**src/rtl/sound_square_gen_pkg.sv**
```systemverilog
// Shared sound-channel definitions.
// Holds the duty-select encoding, the four 8-step duty waveforms and the
// frequency-timer reload point used by the square-wave channels.
package sound_square_gen_pkg;

  typedef enum logic [1:0] {
    DUTY_12_5 = 2'd0,
    DUTY_25   = 2'd1,
    DUTY_50   = 2'd2,
    DUTY_75   = 2'd3
  } duty_e;

  // Timer value at which the period ends and the timer reloads.
  localparam logic [10:0] FREQ_RELOAD = 11'h7FF;

  // One 8-bit pattern per duty setting; bit index is the duty step.
  localparam logic [3:0][7:0] DUTY_WAVE = {
    8'b0111_1110,  // 75%
    8'b1000_0111,  // 50%
    8'b1000_0001,  // 25%
    8'b0000_0001   // 12.5%
  };

  function automatic logic duty_wave_bit(input duty_e duty, input logic [2:0] step);
    return DUTY_WAVE[duty][step];
  endfunction

endpackage

```
**src/rtl/sound_square_gen_if.sv**
```systemverilog
// Register/control bundle of a square-wave tone channel.
// master : register file / sequencer side (drives strobes, trigger, settings)
// slave  : tone generator (returns level sample and enabled flag)
// Signals: clk_freq_div, clk_length_ctr, start, frequency[10:0], duty,
//          length[LEN_BITS-1:0], single, target_vol[3:0] -> generator
//          level[3:0], enabled                          <- generator
interface sound_square_gen_if
  import sound_square_gen_pkg::*;
#(
  parameter int LEN_BITS = 6
);

  logic                clk_freq_div;
  logic                clk_length_ctr;
  logic                start;
  logic [10:0]         frequency;
  duty_e               duty;
  logic [LEN_BITS-1:0] length;
  logic                single;
  logic [3:0]          target_vol;
  logic [3:0]          level;
  logic                enabled;

  modport master (
    output clk_freq_div, clk_length_ctr, start, frequency, duty, length,
           single, target_vol,
    input  level, enabled
  );

  modport slave (
    input  clk_freq_div, clk_length_ctr, start, frequency, duty, length,
           single, target_vol,
    output level, enabled
  );

endinterface

```
**src/rtl/sound_length_ctr.sv**
```systemverilog
// Length counter shared by the sound channels.
// Loads 2^LEN_BITS - length on start and counts down on each length strobe
// while single is set; the channel disables itself when the count reaches 0.
// Ports:
//   clk, rst (async, active-high)
//   start          : (re)load counter and enable channel; masks strobes
//   length         : load value t
//   single         : 1 = counting enabled, channel stops at expiry
//   clk_length_ctr : 256 Hz one-cycle strobe
//   expire         : one-cycle pulse in the cycle the counter reaches 0
//   enabled        : channel active flag
module sound_length_ctr #(
  parameter int LEN_BITS = 6
) (
  input  logic                clk,
  input  logic                rst,
  input  logic                start,
  input  logic [LEN_BITS-1:0] length,
  input  logic                single,
  input  logic                clk_length_ctr,
  output logic                expire,
  output logic                enabled
);

  localparam int CNT_W = LEN_BITS + 1;
  localparam logic [CNT_W-1:0] FULL_CNT = CNT_W'(1) << LEN_BITS;

  logic [CNT_W-1:0] left_q, left_d;
  logic             en_q, en_d;
  logic             tick;

  // A start in the same cycle wins over the strobe.
  assign tick = clk_length_ctr && single && en_q && !start;

  always_comb begin
    left_d = left_q;
    en_d   = en_q;
    expire = 1'b0;
    if (start) begin
      left_d = FULL_CNT - CNT_W'(length);
      en_d   = 1'b1;
    end else if (tick && (left_q != '0)) begin
      left_d = left_q - CNT_W'(1);
      if (left_q == CNT_W'(1)) begin
        en_d   = 1'b0;
        expire = 1'b1;
      end
    end
  end

  always_ff @(posedge clk or posedge rst) begin
    if (rst) begin
      left_q <= '0;
      en_q   <= 1'b0;
    end else begin
      left_q <= left_d;
      en_q   <= en_d;
    end
  end

  assign enabled = en_q;

endmodule

```
**src/rtl/sound_square_gen.sv**
```systemverilog
// Square-wave tone generator for channels 1 and 2.
// Gates the envelope stage's target_vol with a duty waveform stepped by an
// 11-bit frequency timer, and stops the channel through the length counter.
// Ports:
//   clk, rst (async, active-high)
//   bus (slave) : strobes, start, frequency, duty, length, single,
//                 target_vol in; registered level and enabled out
module sound_square_gen
  import sound_square_gen_pkg::*;
#(
  parameter int LEN_BITS = 6
) (
  input  logic               clk,
  input  logic               rst,
  sound_square_gen_if.slave  bus
);

  logic [10:0] timer_q, timer_d;
  logic [2:0]  step_q, step_d;
  logic [3:0]  level_q, level_d;
  logic        enabled;
  logic        wave_bit;
  // Square channels have no consumer for the expiry pulse.
  logic        len_expire_unused;

  sound_length_ctr #(
    .LEN_BITS(LEN_BITS)
  ) u_length_ctr (
    .clk            (clk),
    .rst            (rst),
    .start          (bus.start),
    .length         (bus.length),
    .single         (bus.single),
    .clk_length_ctr (bus.clk_length_ctr),
    .expire         (len_expire_unused),
    .enabled        (enabled)
  );

  // Frequency timer counts up from the programmed value; each wrap advances
  // the duty step. frequency is only sampled on start or at reload, so a
  // mid-period change waits for the next period.
  always_comb begin
    timer_d = timer_q;
    step_d  = step_q;
    if (bus.start) begin
      timer_d = bus.frequency;
      step_d  = 3'd0;
    end else if (bus.clk_freq_div && enabled) begin
      if (timer_q == FREQ_RELOAD) begin
        timer_d = bus.frequency;
        step_d  = step_q + 3'd1;
      end else begin
        timer_d = timer_q + 11'd1;
      end
    end
  end

  assign wave_bit = duty_wave_bit(bus.duty, step_q);
  assign level_d  = (enabled && wave_bit) ? bus.target_vol : 4'd0;

  always_ff @(posedge clk or posedge rst) begin
    if (rst) begin
      timer_q <= 11'd0;
      step_q  <= 3'd0;
      level_q <= 4'd0;
    end else begin
      timer_q <= timer_d;
      step_q  <= step_d;
      level_q <= level_d;
    end
  end

  assign bus.level   = level_q;
  assign bus.enabled = enabled;

endmodule

```
**src/flat_wrapper.sv**
```systemverilog
// flat-port wrapper written by rule: the top's interface ports become plain ports
module sound_square_gen_flat import sound_square_gen_pkg::*;
#(
  parameter int LEN_BITS = 6
)
  (clk, rst, bus_clk_freq_div, bus_clk_length_ctr, bus_start, bus_frequency, bus_duty, bus_length, bus_single, bus_target_vol, bus_level, bus_enabled);
  sound_square_gen_if #(.LEN_BITS(LEN_BITS)) bus_i ();
  input  logic clk;
  input  logic rst;
  input wire logic [$bits(bus_i.clk_freq_div)-1:0] bus_clk_freq_div;
  input wire logic [$bits(bus_i.clk_length_ctr)-1:0] bus_clk_length_ctr;
  input wire logic [$bits(bus_i.start)-1:0] bus_start;
  input wire logic [$bits(bus_i.frequency)-1:0] bus_frequency;
  input wire logic [$bits(bus_i.duty)-1:0] bus_duty;
  input wire logic [$bits(bus_i.length)-1:0] bus_length;
  input wire logic [$bits(bus_i.single)-1:0] bus_single;
  input wire logic [$bits(bus_i.target_vol)-1:0] bus_target_vol;
  output wire logic [$bits(bus_i.level)-1:0] bus_level;
  output wire logic [$bits(bus_i.enabled)-1:0] bus_enabled;
  assign bus_i.clk_freq_div = bus_clk_freq_div;
  assign bus_i.clk_length_ctr = bus_clk_length_ctr;
  assign bus_i.start = bus_start;
  assign bus_i.frequency = bus_frequency;
  assign bus_i.duty = bus_duty;
  assign bus_i.length = bus_length;
  assign bus_i.single = bus_single;
  assign bus_i.target_vol = bus_target_vol;
  assign bus_level = bus_i.level;
  assign bus_enabled = bus_i.enabled;
  sound_square_gen #(.LEN_BITS(LEN_BITS)) u_core (.clk(clk), .rst(rst), .bus(bus_i));
endmodule
```
**config.mk**
```make
export PLATFORM = sky130hd
export DESIGN_NAME = sound_square_gen_flat
export DESIGN_NICKNAME = d
export VERILOG_FILES = /design/src/rtl/sound_square_gen_pkg.sv /design/src/rtl/sound_square_gen_if.sv /design/src/rtl/sound_length_ctr.sv /design/src/rtl/sound_square_gen.sv /design/src/flat_wrapper.sv
export SDC_FILE = /design/constraint.sdc
export NUM_CORES = 1
export LEC_CHECK = 0
export ABC_AREA = 1
export CAP_MARGIN = 25
export CELL_PAD_IN_SITES_DETAIL_PLACEMENT = 0
export CELL_PAD_IN_SITES_GLOBAL_PLACEMENT = 2
export CORE_UTILIZATION = 31
export CTS_CLUSTER_SIZE = 30
export DETAILED_ROUTE_END_ITERATION = 8
export PLACE_DENSITY = 0.87
export SLEW_MARGIN = 25
export SYNTH_ARGS = -nofsm -noshare
export SYNTH_HDL_FRONTEND = slang
export SYNTH_SLANG_ARGS = --single-unit
```
**constraint.sdc**
```tcl
create_clock -name clk -period 3 [get_ports clk]
set_input_delay 0.6 -clock clk [delete_from_list [all_inputs] [get_ports clk]]
set_output_delay 0.6 -clock clk [all_outputs]
set_load 0.01 [all_outputs]
```
==> results.toml <==
[clocking]
numCtsBuffers = 3
cts-htree-levels = 1
root_buffer = "clkbuf_8"
clk_path_buf_depth = 2
cts_tree = "yes"
clk_latency_ns = 0.27
cts_hold_buf = 0
cts_resized = 0
post_cts_buffers = 0
cts.sinks = 26
clkSlewWorstSetupHoldPaths_ns = 0.10

[global_routing]
grt_max_degree = 27
grt_pass1_wl_um = 7650
grt_pass1_vias = 1656
track_usage_pct = 15.3
grt_overflow = 0
antenna_found_initial = 0

[worst_setup_path]
worstReg2RegStart = "u_core.timer_q[0]"
r2r_slack_ns = 1.43
cp.required_ns = 3.18
worst_ep_arrival_time_ns = 2.05
cp-start-kind = "input pin"
cp_max_fo = 11
cp-startpoint = "bus_clk_freq_div"
endpoint = "u_core.timer_q[0]"
critical_path_class = "input pin to flip-flop"
ff2ff_path_depth = 8
r2r_end = "u_core.step_q[1]"
critPathCaptureType = "flip-flop"

[timing]
slew_viol_final = 0
hold_viol = 0
rsz0062_at_grt = "no"
tns_ns = 0
timing.final.crit_share_pct = 62.4
fmax_mhz = 534
setup_violations = 0
skew_ns = 0.00112
finalCriticalPeriod_ns = 1.87
relSlewSlack_pct = 70.1
worstMarginPinSlew_ns = 0.447

[routing]
first_pass_iters = 4
vias_per_cell = 4.59
num_vias = 1718
dr_wl_met3_um = 165
met2WireLength_um = 1910
wire_per_inst_um = 11.7
first_iter_violations = 81
highest_layer = "met4"
routedLengthMet1_um = 2260
wirelength_um = 4390
drtAntennaViolNets = 0
drc_errors = 0

[pwr]
vdd_drop_max_v = 0.000258
p_leak_uw = 0.00117
power_density_mw_per_mm2 = 443

[placement]
dp_cells = 370
dp_hpwl_um = 3390
io_buffers = 33
placed_area_mm2 = 0.00227
gp_congestion = 0.754

[synthesis]
synth-seq-cells = 26
yosys.cell_types.count = 27
syn_nets = 303
synth_area_per_cell_um2 = 7.00
syn_area_mm2 = 0.00186
yosysWarnings = 0
synthCells = 266
ys_seq_area_share_pct = 34.9

[floorplan]
rows = 27
chipWidth_um = 79.5
core-area_mm2 = 0.00564
die-area_mm2 = 0.00632
die_h_um = 79.5
start_util_pct = 33.0
pin_count = 34

[cells_and_area]
fillers = 584
synthToLayoutAreaGrowth_pct = 25.9
regArea_um2 = 651
drive_above_1_share_pct = 9.27
multi_input_area_mm2 = 0.00104
stdcell_count = 374
layout.nets = 340
fin_area_mm2 = 0.00235
antenna_cells = 0

[worst_hold_path]
min_path_type = "flip-flop to flip-flop"
min_path_cells = 2

[run]
drv_cap = 0

[outcome]
outcome = "complete, no violations"
cell type report:
class / instances / share of cell area (%)
multi-input cells: 200 / 44.5
flip-flops and latches: 26 / 27.7
repair buffers: 36 / 15.0
inverters: 36 / 5.81
well taps: 72 / 3.84
clock buffers: 3 / 1.76
clock inverters: 1 / 1.28
per-layer routing:
layer | vias to the layer above | GRT usage [%]
li1 | 922 | -
met5 | - | 0
met2 | 26 | 23.7
met1 | 766 | 21.7
met4 | 0 | 2.91
met3 | 4 | 3.54
metrics by stage:
step / worst slack [ns] / utilization [%] / hold slack, ns / total power [uW]
after floorplan: 1.64 / - / 0.492 / 645
after global placement: 0.816 / 40.3 / 0.526 / 749
after detailed placement: 0.804 / 40.3 / 0.533 / 748
after CTS: 1.11 / 41.6 / 0.555 / 1050
after global routing: 0.970 / 41.6 / 0.592 / 1110
final: 1.13 / 41.6 / 0.553 / 1040
kinds of logic after synthesis:
family	count (synthesis)	share of synthesized area, %
compound gates	20	6.04
buf+inv	40	9.00
xor+xnor	4	1.88
fa+ha+maj	8	5.37
simple gates	168	42.8
flops	26	34.9
cell usage in the layout, fill, tap and decap left out, drive strengths merged:
| cell type | n |
|---|---|
| nor2 | 25 |
| o21ai | 15 |
| clkinv | 1 |
| and3 | 1 |
| clkdlybuf4s50 | 33 |
| o21bai | 2 |
| a21oi | 3 |
| or2 | 1 |
| nand3b | 3 |
| nand3 | 39 |
| buf | 3 |
| nand4 | 7 |
| xor2 | 4 |
| dfrtp | 26 |
| inv | 35 |
| ha | 8 |
| bufinv | 1 |
| nand2 | 92 |
| clkbuf | 3 |
power breakdown:
part | total, uW | internal, uW | switching, uW | leakage (uW)
combinational | 298 | 129 | 168 | 0.000813
clock | 300 | 179 | 122 | 0.0000357
sequential | 440 | 393 | 47.2 | 0.000320
total | 1040 | 701 | 337 | 0.00117
state kept, by name, indices dropped and copies added (netlist names):
| register | cells |
|---|---|
| u_core.u_length_ctr.left_q | 7 |
| u_core.u_length_ctr.enabled | 1 |
| u_core.bus.level | 4 |
| u_core.timer_q | 11 |
| u_core.step_q | 3 |
synthesized netlist by cell type, drive strengths merged:
cell    number  area, um^2
a21oi        3        15.0
clkbuf       1        3.75
or2          1        6.26
o21bai       2        15.0
dfrtp       26         651
nand3b       3        22.5
nand4        7        43.8
clkinv       1        5.00
o21ai       15        82.6
xor2         4        35.0
inv         35         131
ha           8         100
nand2       92         394
buf          3        27.5
nand3       39         208
nor2        25         116
and3         1        6.26
worst max-delay path, cell delays in order:
cell,delay (ns)
clkdlybuf4s50_1,0.46
nand2_1,0.10
nand2_1,0.37
inv_1,0.26
nand2_1,0.10
o21ai_0,0.08
inv_1,0.06
nand2_1,0.04
worst min path at each step:
stage | startpoint | to | slack (ns)
floorplan | u_core.timer_q[3] | u_core.timer_q[3] | 0.49
global placement | u_core.timer_q[3] | u_core.timer_q[3] | 0.53
detailed placement | u_core.timer_q[3] | u_core.timer_q[3] | 0.53
CTS | u_core.timer_q[3] | u_core.timer_q[3] | 0.56
global route | u_core.timer_q[9] | u_core.timer_q[9] | 0.59
finish | u_core.timer_q[3] | u_core.timer_q[3] | 0.55
Note: power is estimated with default switching activity, not from simulation.
